`config.mk`:
```
export PLATFORM = sky130hd
export DESIGN_NAME = jk_seq_driver
export DESIGN_NICKNAME = d
export VERILOG_FILES = /design/src/rtl/jk_seq_driver_pkg.sv /design/src/rtl/jk_tgt_fifo.sv /design/src/rtl/jk_seq_driver.sv
export SDC_FILE = /design/constraint.sdc
export NUM_CORES = 1
export LEC_CHECK = 0
export ABC_AREA = 1
export BUFFER_PORTS_ARGS = -buffer_cell sky130_fd_sc_hd__buf_2
export CAP_MARGIN = 30
export CORE_MARGIN = 4
export CORE_UTILIZATION = 50
export CTS_BUF_LIST = sky130_fd_sc_hd__clkbuf_8 sky130_fd_sc_hd__clkbuf_16
export DETAILED_ROUTE_END_ITERATION = 16
export PLACE_DENSITY = 0.79
export SYNTH_ARGS = -nofsm -noshare
export SYNTH_HDL_FRONTEND = slang
export SYNTH_SLANG_ARGS = --single-unit
```
`constraint.sdc`:
```
create_clock -name clk -period 4.1 [get_ports clk]
set_input_delay 0.41 -clock clk [delete_from_list [all_inputs] [get_ports clk]]
set_output_delay 0.41 -clock clk [all_outputs]
set_load 0.01 [all_outputs]
```
`src/rtl/jk_seq_driver_pkg.sv`:
```
// Shared definitions for the JK sequence driver: FSM encoding, target FIFO
// depth and the per-bit JK excitation rule.
package jk_seq_driver_pkg;

  localparam int TGT_FIFO_DEPTH = 4;

  typedef enum logic [1:0] {
    ST_IDLE  = 2'd0,
    ST_DRIVE = 2'd1,
    ST_CHECK = 2'd2
  } jk_state_e;

  // Returns {j, k} that moves one flip-flop from cur to tgt in a single clock.
  function automatic logic [1:0] jk_excite(input logic cur, input logic tgt,
                                           input logic use_toggle);
    logic [1:0] jk;
    jk = 2'b00;
    if (cur != tgt) begin
      if (use_toggle) jk = 2'b11;
      else            jk = tgt ? 2'b10 : 2'b01;
    end
    return jk;
  endfunction

endpackage

```
`src/rtl/jk_tgt_fifo.sv`:
```
// Four-entry target-pattern FIFO with a combinational head (rdata) and
// full/empty flags; push is ignored when full, pop is ignored when empty.
module jk_tgt_fifo
  import jk_seq_driver_pkg::*;
#(
  parameter int WIDTH = 4
) (
  input  logic             clk,
  input  logic             rst_n,
  input  logic             push,
  input  logic             pop,
  input  logic [WIDTH-1:0] wdata,
  output logic [WIDTH-1:0] rdata,
  output logic             full,
  output logic             empty
);

  localparam int AW = $clog2(TGT_FIFO_DEPTH);
  localparam int CW = AW + 1;
  localparam logic [CW-1:0] FULL_CNT = CW'(TGT_FIFO_DEPTH);

  logic [WIDTH-1:0] mem_q [TGT_FIFO_DEPTH];
  logic [WIDTH-1:0] mem_d [TGT_FIFO_DEPTH];
  logic [AW-1:0]    wr_ptr_q, wr_ptr_d, rd_ptr_q, rd_ptr_d;
  logic [CW-1:0]    count_q, count_d;
  logic             do_push, do_pop;

  assign full    = (count_q == FULL_CNT);
  assign empty   = (count_q == '0);
  assign rdata   = mem_q[rd_ptr_q];
  assign do_push = push && !full;
  assign do_pop  = pop && !empty;

  always_comb begin
    mem_d    = mem_q;
    wr_ptr_d = wr_ptr_q;
    rd_ptr_d = rd_ptr_q;
    if (do_push) begin
      mem_d[wr_ptr_q] = wdata;
      wr_ptr_d        = wr_ptr_q + AW'(1);
    end
    if (do_pop) rd_ptr_d = rd_ptr_q + AW'(1);
    count_d = count_q + CW'(do_push) - CW'(do_pop);
  end

  always_ff @(posedge clk or negedge rst_n) begin
    if (!rst_n) begin
      for (int i = 0; i < TGT_FIFO_DEPTH; i++) mem_q[i] <= '0;
      wr_ptr_q <= '0;
      rd_ptr_q <= '0;
      count_q  <= '0;
    end else begin
      mem_q    <= mem_d;
      wr_ptr_q <= wr_ptr_d;
      rd_ptr_q <= rd_ptr_d;
      count_q  <= count_d;
    end
  end

endmodule

```
`src/rtl/jk_seq_driver.sv`:
```
// Drives an external bank of JK flip-flops to queued target patterns, checks
// the readback one cycle after each drive, and retries a bounded number of times.
module jk_seq_driver
  import jk_seq_driver_pkg::*;
#(
  parameter int WIDTH      = 4,
  parameter int MAX_RETRY  = 2,
  parameter int USE_TOGGLE = 0
) (
  input  logic             clk,
  input  logic             rst_n,
  input  logic             in_valid,
  input  logic [WIDTH-1:0] in_data,
  output logic             in_ready,
  output logic [WIDTH-1:0] j,
  output logic [WIDTH-1:0] k,
  input  logic [WIDTH-1:0] q,
  output logic             done,
  output logic             fail,
  output logic             err_sticky,
  input  logic             clr_err,
  output logic             busy
);

  localparam int RW = 3;

  jk_state_e        state_q, state_d;
  logic [WIDTH-1:0] j_q, j_d, k_q, k_d, tgt_q, tgt_d;
  logic [RW-1:0]    retry_q, retry_d;
  logic             err_q, err_d;
  logic             fifo_pop, fifo_full, fifo_empty;
  logic [WIDTH-1:0] fifo_rdata, exc_tgt, exc_j, exc_k;
  logic             done_c, fail_c;

  // Handshake: a pattern transfers on a rising edge where in_valid && in_ready;
  // in_ready is !full of the FIFO, so a same-cycle pop never raises it.
  jk_tgt_fifo #(.WIDTH(WIDTH)) u_tgt_fifo (
    .clk   (clk),
    .rst_n (rst_n),
    .push  (in_valid && in_ready),
    .pop   (fifo_pop),
    .wdata (in_data),
    .rdata (fifo_rdata),
    .full  (fifo_full),
    .empty (fifo_empty)
  );

  // Excitation is always taken from live q; the target is the FIFO head when
  // starting a new pattern, otherwise the held target for a retry.
  assign exc_tgt = (state_q == ST_IDLE) ? fifo_rdata : tgt_q;

  always_comb begin
    exc_j = '0;
    exc_k = '0;
    for (int i = 0; i < WIDTH; i++) begin
      {exc_j[i], exc_k[i]} = jk_excite(q[i], exc_tgt[i], USE_TOGGLE != 0);
    end
  end

  always_comb begin
    state_d  = state_q;
    j_d      = '0;
    k_d      = '0;
    tgt_d    = tgt_q;
    retry_d  = retry_q;
    fifo_pop = 1'b0;
    done_c   = 1'b0;
    fail_c   = 1'b0;
    case (state_q)
      ST_IDLE: begin
        if (!fifo_empty) begin
          fifo_pop = 1'b1;
          tgt_d    = fifo_rdata;
          retry_d  = '0;
          j_d      = exc_j;
          k_d      = exc_k;
          state_d  = ST_DRIVE;
        end
      end
      ST_DRIVE: state_d = ST_CHECK;
      ST_CHECK: begin
        if (q == tgt_q) begin
          done_c  = 1'b1;
          state_d = ST_IDLE;
        end else if (retry_q < RW'(MAX_RETRY)) begin
          retry_d = retry_q + RW'(1);
          j_d     = exc_j;
          k_d     = exc_k;
          state_d = ST_DRIVE;
        end else begin
          fail_c  = 1'b1;
          state_d = ST_IDLE;
        end
      end
      default: state_d = ST_IDLE;
    endcase
    err_d = fail_c ? 1'b1 : (clr_err ? 1'b0 : err_q);
  end

  always_ff @(posedge clk or negedge rst_n) begin
    if (!rst_n) begin
      state_q <= ST_IDLE;
      j_q     <= '0;
      k_q     <= '0;
      tgt_q   <= '0;
      retry_q <= '0;
      err_q   <= 1'b0;
    end else begin
      state_q <= state_d;
      j_q     <= j_d;
      k_q     <= k_d;
      tgt_q   <= tgt_d;
      retry_q <= retry_d;
      err_q   <= err_d;
    end
  end

  assign in_ready   = !fifo_full;
  assign j          = j_q;
  assign k          = k_q;
  assign done       = done_c;
  assign fail       = fail_c;
  assign err_sticky = err_q;
  assign busy       = (state_q != ST_IDLE);

endmodule

```
==> results of run 1 <==
[stage by stage]
step / hold WS [ps] / total power [mW] / utilization [%]
CTS: 272 / 1.89 / 58.7
global placement: 467 / 1.59 / 56.6
detailed placement: 474 / 1.63 / 56.6
floorplan: 114 / 1.43 / -
finish: 231 / 1.87 / 58.7
global route: 317 / 2.05 / 58.7
[Yosys cell counts, types with 3 or more instances]
cell | n | area [µm²]
o21ai_0 | 16 | 80.1
xor2_1 | 4 | 35.0
nor2_4 | 3 | 33.8
nand2_2 | 6 | 37.5
nand2_4 | 10 | 113
nand3_1 | 20 | 100
nor2_1 | 5 | 18.8
ha_1 | 7 | 87.6
nand2_1 | 62 | 233
inv_1 | 21 | 78.8
dfrtp_1 | 41 | 1030
o21ai_1 | 6 | 30.0
nor2_2 | 8 | 50.1
inv_2 | 8 | 30.0
[final timing paths]
path                                       startpoint  cells after the start                     to  slack, ps
worst min-delay path                            rst_n                      1             retry_q[2]        230
min in group clk                              clr_err                      2             err_sticky        320
max in group asynchronous                       rst_n                      1             err_sticky       3300
worst min register to register   u_tgt_fifo.mem_q[13]                      2   u_tgt_fifo.mem_q[13]        490
worst max-delay path            u_tgt_fifo.count_q[1]                     11  u_tgt_fifo.count_q[2]       1920
worst max register to register  u_tgt_fifo.count_q[1]                     11  u_tgt_fifo.count_q[2]       1920
[layer usage]
| metal | part of all wire, % | vias to the layer above | GRT usage, % |
|---|---|---|---|
| li1 | - | 774 | - |
| met1 | 48 | 655 | 19.6 |
| met2 | 47 | 23 | 24.8 |
| met3 | 3.9 | 5 | 3.44 |
| met4 | 1.6 | 0 | 7.38 |
| met5 | 0 | - | 0 |
[flip-flops by register name, summed over array words and instances (netlist names)]
| name | cells |
|---|---|
| u_tgt_fifo.mem_q | 16 |
| j | 4 |
| k | 4 |
| tgt_q | 4 |
| retry_q | 3 |
| u_tgt_fifo.count_q | 3 |
| state_q | 2 |
| u_tgt_fifo.rd_ptr_q | 2 |
| u_tgt_fifo.wr_ptr_q | 2 |
| err_sticky | 1 |
[final cells by class]
cell class	count	area [µm²]	area share (%)
Inverter	31	124	5.24
Multi-Input combinational cell	156	948	40.1
Clock buffer	5	68.8	2.91
Timing Repair Buffer	24	120	5.08
Sequential cell	41	1030	43.4
Clock inverter	3	13.8	0.582
Tap cell	50	62.6	2.65
[cells by family after synthesis]
kind of cell / after synthesis / share of synthesized area, %
xor gates and xnor gates: 5 / 2.08
AOI/OAI and AO/OA: 22 / 5.22
DFF: 41 / 48.6
buffers and inverters: 32 / 6.41
adders and majority gates: 8 / 5.10
and+or+nand+nor: 121 / 32.6
[worst reg2reg max path, delay by kind of cell (launching register included)]
family / cells / cell delay, ps
flops: 1 / 420
xor+xnor: 2 / 360
buf+inv: 4 / 290
simple gates: 2 / 240
fa+ha+maj: 3 / 790
[power breakdown]
| group | switching [mW] | total, mW | internal [mW] | leakage (nW) |
|---|---|---|---|---|
| Combinational | 0.559 | 0.895 | 0.336 | 0.732 |
| Clock | 0.139 | 0.254 | 0.116 | 0.0491 |
| Sequential | 0.129 | 0.716 | 0.588 | 0.520 |
| Total | 0.826 | 1.87 | 1.04 | 1.30 |
[cell usage in the layout, fill, tap and decap left out, drive strengths merged]
cell / synthesis / final
nand2: 79 / 79
dfrtp: 41 / 41
inv: 31 / 32
buf: 1 / 24
nand3: 22 / 22
o21ai: 22 / 22
nor2: 17 / 17
ha: 7 / 7
clkbuf: 0 / 5
xor2: 4 / 4
clkinv: 0 / 2
nand3b: 2 / 2
xnor2: 1 / 1
nand4: 1 / 1
fa: 1 / 1
==> flow_summary.toml, run 1 <==
[synthesis]
synth_flop_cell = "dfrtp_1"
syn_area_um2 = 2110
ys.warnings.count = 0
syn_avg_cell_area_um2 = 9.21
netlist_instances = 229
ys_types = 26
yosysSeqAreaShare_pct = 48.6
ys_ff_latch = 41
async_flop_share_pct = 100
synth_nets = 249
synth_edf_count = 0

[floorplanning]
coreArea_um2 = 4030
rows = 23
die_h_um = 73.0
die_area_um2 = 5320
initial_core_util_pct = 52.4
ios = 25
fp.dieW_um = 73.0

[power_and_ir_drop]
power_leakage_nw = 1.30
power_density_nw_per_um2 = 789
vdd_drop_max_uv = 360

[place]
gp_congestion = 0.726
dp_hpwl_mm = 2.71
dp_slack_ps = 1930
io_buffers = 24
postPlaceCellArea_um2 = 2280
numPlacedInstances = 302

[detailed_routing]
ant_nets = 0
route.detailed.drc = 0
firstDrtPassIters = 4
post_drt_wl_per_cell_um = 11.5
wl_mm = 3.56
drt_iter0_drc = 48
via_per_inst = 4.70
num_vias = 1457

[clock_network]
post-cts-setup-buffers = 0
root_buffer = "clkbuf_8"
clkTransAtPathRegs_ps = 80
cts_sinks = 41
cts_tree = "yes"
clk_path_buf_depth = 2
postCtsResizedCells = 0
h-tree-depth = 2
numCtsBuffers = 5
clock_latency_ps = 290
cts_hold_buffers = 0

[cells_and_area]
drive_above_1_share_pct = 28.1
design_area_um2 = 2360
diodes = 0
synthToLayoutAreaGrowth_pct = 12.0
fillCellCount = 350
stdcell_count = 310
final_nets = 279

[critical_path]
start_kind = "flop"
crit_chain = "inv_2 -> nand3b_4 -> nand2_4 -> inv_2 -> ha_1 -> inv_1 -> ha_1 -> inv_1 -> fa_1 -> xnor2_1 -> xor2_1"
crit_required_ps = 4320
slowest_stage = "dfrtp_1"
path_class = "flop to flop"
cp.buffers_inverters = 4
cp_max_fo = 10
end_kind = "flop"
critPathMaxStageDelay_ps = 420
critPathTopFamily = "adder cells"
arrival_ps = 2400

[timing]
fin_crit_ps = 2180
skew_ps = 7.68
fin_tns_setup_ps = 0
setup_violations = 0
max_freq_ghz = 0.459
relSlewSlack_pct = 40.6
setup_slack_ps = 1920
min_period_over_period_pct = 53.1
drv_slew = 0
tightest_slew_ps = 891
rsz0062_at_grt = "no"
finalHoldViolCount = 0

[grt]
grt_pass1_wl_mm = 6.24
grt_max_degree = 42
track_usage_pct = 15.4
antenna_found_initial = 0
first_global_vias = 1420
overflow = 0

[worst_hold_path]
min_path_type = "input pin to asynchronous set/reset pin"

[run_status]
status = "completed"

[flow_run]
max-cap-violations = 0
(Power assumes the default switching activity.)
==> run 2: changes to the inputs <==
PLACE_DENSITY = 0.82   (was 0.79)
clock period = 1.9 ns   (was 4.1 ns; I/O delays follow)
==> run 2 against run 1 <==
Net effect: combinational power rose to 2.5 times the previous value; clock skew up 0.77 ps; flip-flop and latch count unchanged; final area up 6.1%; largest cell class unchanged; sequential power up 120%; critical endpoint unchanged; critical path depth down 1.
==> flow_summary.toml, run 2 (synthesis results as in run 1) <==
[floorplanning]
ios = 25
initial_core_util_pct = 52.4
fp.dieW_um = 73.0
coreArea_um2 = 4030
die_h_um = 73.0
die_area_um2 = 5320
rows = 23

[power_and_ir_drop]
power_density_nw_per_um2 = 1760
vdd_drop_max_uv = 849
power_leakage_nw = 1.36
power_mw = 4.41

[grt]
overflow = 0
grt_max_degree = 42
first_global_vias = 1559
antenna_found_initial = 0
track_usage_pct = 15.9
grt_pass1_wl_mm = 6.61

[timing]
finalHoldViolCount = 0
drv_slew = 0
fin_crit_ps = 1880
fin_tns_setup_ps = 0
skew_ps = 8.45
max_freq_ghz = 0.533
min_period_over_period_pct = 98.7
setup_violations = 0
tightest_slew_ps = 504
whs_ps = 88.5
relSlewSlack_pct = 66.4
rsz0062_at_grt = "yes"

[clock_network]
root_buffer = "clkbuf_8"
postCtsResizedCells = 0
clk_path_buf_depth = 2
cts_tree = "yes"
clock_latency_ps = 290
cts_sinks = 41
clkTransAtPathRegs_ps = 80
numCtsBuffers = 5
h-tree-depth = 2

[critical_path]
crit_chain = "nor2_4 -> nand2_8 -> inv_6 -> ha_4 -> inv_2 -> ha_4 -> inv_2 -> fa_2 -> xnor2_2 -> xor2_1"
arrival_ps = 2040
cp_max_fo = 2
slowest_stage = "dfrtp_1"
critPathMaxStageDelay_ps = 420
crit_required_ps = 2070
start_kind = "flop"
end_kind = "flop"
path_class = "flop to flop"

[detailed_routing]
via_per_inst = 4.97
num_vias = 1590
post_drt_wl_per_cell_um = 11.9
wl_mm = 3.80
firstDrtPassIters = 4
route.detailed.drc = 0
ant_nets = 0
drt_iter0_drc = 58

[cells_and_area]
final_nets = 289
drive_above_1_share_pct = 33.0
final_util_pct = 62.3
largest_reg_flops = 16
diodes = 0
mostFrequentLayoutCell = "nand2_1"
final_cell_mix = "nand2_1 (62), dfrtp_1 (41), buf_2 (24), nand3_1 (20), inv_1 (19)"
regMostFlops = "u_tgt_fifo.mem_q"
design_area_um2 = 2510
synthToLayoutAreaGrowth_pct = 18.9

[place]
dp_hpwl_mm = 2.82
io_buffers = 24
gp_congestion = 0.770
postPlaceCellArea_um2 = 2390

[flow_run]
max-cap-violations = 0

[worst_hold_path]
min_path_type = "input pin to flop"

[run_status]
status = "completed"
run 2: cell types whose count changed in the layout (fill, tap and decap cells not counted), moves of 2 or more:
cell	previous run	this run
inv_1	22	19
ha_4	0	2
clkbuf_8	5	7
buf_4	0	9
ha_1	7	5
run 2: power by group:
group | switching (mW) | internal [mW] | total (mW)
Clock | 0.288 | 0.328 | 0.616
Sequential | 0.268 | 1.27 | 1.54
Combinational | 1.33 | 0.923 | 2.25
Total | 1.89 | 2.52 | 4.41
run 2: worst paths after layout:
path | startpoint | endpoint | slack [ps] | depth (start not counted)
min | clr_err | err_sticky | 90 | 2
min reg2reg | u_tgt_fifo.mem_q[13] | u_tgt_fifo.mem_q[13] | 490 | 2
min in group asynchronous | rst_n | k[0] | 490 | 3
max in group asynchronous | rst_n | u_tgt_fifo.mem_q[8] | 1060 | 3
max reg2reg | state_q[1] | u_tgt_fifo.count_q[2] | 20 | 10
max | state_q[1] | u_tgt_fifo.count_q[2] | 20 | 10
run 2: cell type report:
cell class                 instances  area (µm²)
fill                             355        1520
clock buffer                       7        96.3
sequential                        41        1030
tap                               50        62.6
timing repair buffer              34         198
clock inverter                     1        5.00
multi-input combinational        156         992
inverter                          31         129
run 2: layer usage:
metal | track usage [%] | share of wire (%)
met4 | 5.12 | 1.3
met5 | 0 | 0
met2 | 26.9 | 50
met1 | 19.5 | 43
met3 | 4.96 | 6.0
run 2: metrics by stage:
stage / setup WS (ps) / cells
final: 24.9 / 320
after global routing: -68.0 / 320
after CTS: 19.1 / 320
after detailed placement: 5.98 / 310
after global placement: 74.6 / 310
after floorplan: -30.2 / 229
run 2: repair_timing:
item                       CTS  global route
hold buffers                 1             0
setup buffers                1             0
setup endpoints to repair    1             1
pin swaps                    4             0
gates cloned                 0             0
hold endpoints to repair    41             0
run 2: critical path: cells and delay by family, from the launching register on:
family | cells | cell delay [ps]
adders and majority gates | 3 | 630
buffers and inverters | 3 | 140
DFF | 1 | 420
and+or+nand+nor | 2 | 250
xor gates and xnor gates | 2 | 300
==> run 3: changes to the inputs <==
CORE_ASPECT_RATIO = 0.5   (was not set)
==> run 3 against run 2 <==
Net effect: the flow now finishes with violations (negative setup slack); final area is 2.7% higher; worst hold slack worse by 13 ps; die area is 1.2% higher; via count is 0.75% higher; setup slack worse by 25 ps; count of clock-buffer cells in the layout is 2 lower; combinational power is 7% higher; cell count is 2.2% higher; maximum frequency is 1.3% lower; largest cell class unchanged.
==> flow_summary.toml, run 3 (synthesis results as in run 1) <==
[detailed_routing]
ant_nets = 0
firstDrtPassIters = 4
via_per_inst = 4.90
num_vias = 1602
route.detailed.drc = 0
drt_iter0_drc = 69
post_drt_wl_per_cell_um = 13.0
wl_mm = 4.24

[timing]
whs_ps = 76.0
setup_slack_ps = -0.0884
skew_ps = 6.13
rsz0062_at_grt = "yes"
fin_tns_setup_ps = -0.0884
fin_crit_ps = 1900
setup_violations = 1
min_period_over_period_pct = 100
tightest_slew_ps = 497
drv_slew = 0
relSlewSlack_pct = 66.9
finalHoldViolCount = 0
max_freq_ghz = 0.526

[floorplanning]
die_h_um = 53.9
ios = 25
rows = 16
fp.dieW_um = 99.9
die_area_um2 = 5390
initial_core_util_pct = 53.0
coreArea_um2 = 3980

[clock_network]
h-tree-depth = 2
clock_latency_ps = 290
clk_path_buf_depth = 2
root_buffer = "clkbuf_8"
cts_sinks = 41
clkTransAtPathRegs_ps = 80
numCtsBuffers = 5
cts_tree = "yes"

[place]
dp_hpwl_mm = 2.96
postPlaceCellArea_um2 = 2390
gp_congestion = 0.838
io_buffers = 24

[cells_and_area]
design_area_um2 = 2580
synthToLayoutAreaGrowth_pct = 22.1
final_cell_mix = "nand2_1 (62), dfrtp_1 (41), buf_2 (24), nand3_1 (20), inv_1 (19)"
mostFrequentLayoutCell = "nand2_1"
regMostFlops = "u_tgt_fifo.mem_q"
diodes = 0
largest_reg_flops = 16
drive_above_1_share_pct = 33.7
final_nets = 292

[grt]
first_global_vias = 1646
grt_pass1_wl_mm = 7.43
grt_max_degree = 42
track_usage_pct = 17.9
overflow = 0
antenna_found_initial = 0

[worst_hold_path]
min_path_type = "input pin to flop"

[flow_run]
max-cap-violations = 0

[critical_path]
crit_required_ps = 2070
start_kind = "flop"
critPathMaxStageDelay_ps = 420
path_class = "flop to flop"
crit_chain = "nor2_4 -> nand2_8 -> clkinv_8 -> ha_4 -> inv_2 -> ha_4 -> inv_2 -> fa_2 -> xnor2_2 -> xor2_1"
end_kind = "flop"
cp_max_fo = 2
arrival_ps = 2070
slowest_stage = "dfrtp_1"

[power_and_ir_drop]
vdd_drop_max_uv = 577
power_mw = 4.78
power_leakage_nw = 1.39
power_density_nw_per_um2 = 1850

[run_status]
failed_checks = "negative setup slack"
status = "finished, violations left"
-- run 3: cell types whose count changed in the layout (fill, tap and decap cells not counted), sizes merged --
| cell | before | now |
|---|---|---|
| clkinv | 1 | 2 |
| bufinv | 0 | 2 |
| buf | 33 | 36 |
| inv | 31 | 30 |
| clkbuf | 7 | 5 |
-- run 3: cell type report --
| class | count | area [µm²] |
|---|---|---|
| Clock inverter | 3 | 65.1 |
| Sequential cell | 41 | 1030 |
| Tap cell | 54 | 67.6 |
| Timing Repair Buffer | 37 | 220 |
| Fill cell | 311 | 1410 |
| Multi-Input combinational cell | 156 | 992 |
| Clock buffer | 5 | 68.8 |
| Inverter | 31 | 136 |
-- run 3: critical path: cells and delay by family, from the launching register on --
family,cells,cell delay [ps]
AND/OR/NAND/NOR,2,270
flip-flops,1,420
adder cells (fa/ha/maj),3,640
buffers and inverters,3,140
XOR/XNOR,2,300
-- run 3: path summary, 6_finish.rpt --
kind | start | end | slack (ps) | cells after the start
setup / recovery | state_q[0] | u_tgt_fifo.count_q[2] | -0.09 | 10
hold / removal | clr_err | err_sticky | 80 | 2
setup reg to reg | state_q[0] | u_tgt_fifo.count_q[2] | -0.09 | 10
hold reg to reg | u_tgt_fifo.mem_q[10] | u_tgt_fifo.mem_q[10] | 500 | 2
max in group asynchronous | rst_n | u_tgt_fifo.count_q[2] | 1040 | 3
min in group asynchronous | rst_n | u_tgt_fifo.mem_q[8] | 510 | 3
-- run 3: stage by stage --
stage / utilization (%) / cells / setup slack (ps)
2_1_floorplan: - / 229 / -30.2
3_3_place_gp: 60.1 / 314 / 50.6
3_5_place_dp: 60.1 / 314 / 8.68
4_1_cts: 64.2 / 325 / 8.10
5_1_grt: 64.7 / 327 / -53.4
6_report: 64.7 / 327 / -0.0884
-- run 3: routing by layer --
layer  track usage, %  wire [µm]  up-vias
met1             22.7       1950      757
met4             4.99         36        0
li1                 -          -      801
met3             4.66        163        4
met2             31.2       2090       40
met5                0          0        -
-- run 3: repair_timing --
item                                   CTS  global route
gates resized for setup                  1             1
pin swaps                                4             1
cloned                                   0             0
endpoints found under the hold margin   41             0
buffers inserted                         2             2
hold buffers                             1             0
setup endpoints to repair                1             1
-- run 3: power breakdown --
| group | switching, mW | internal, mW |
|---|---|---|
| Clock | 0.300 | 0.522 |
| Sequential | 0.283 | 1.27 |
| Combinational | 1.42 | 0.978 |
| Total | 2.01 | 2.77 |
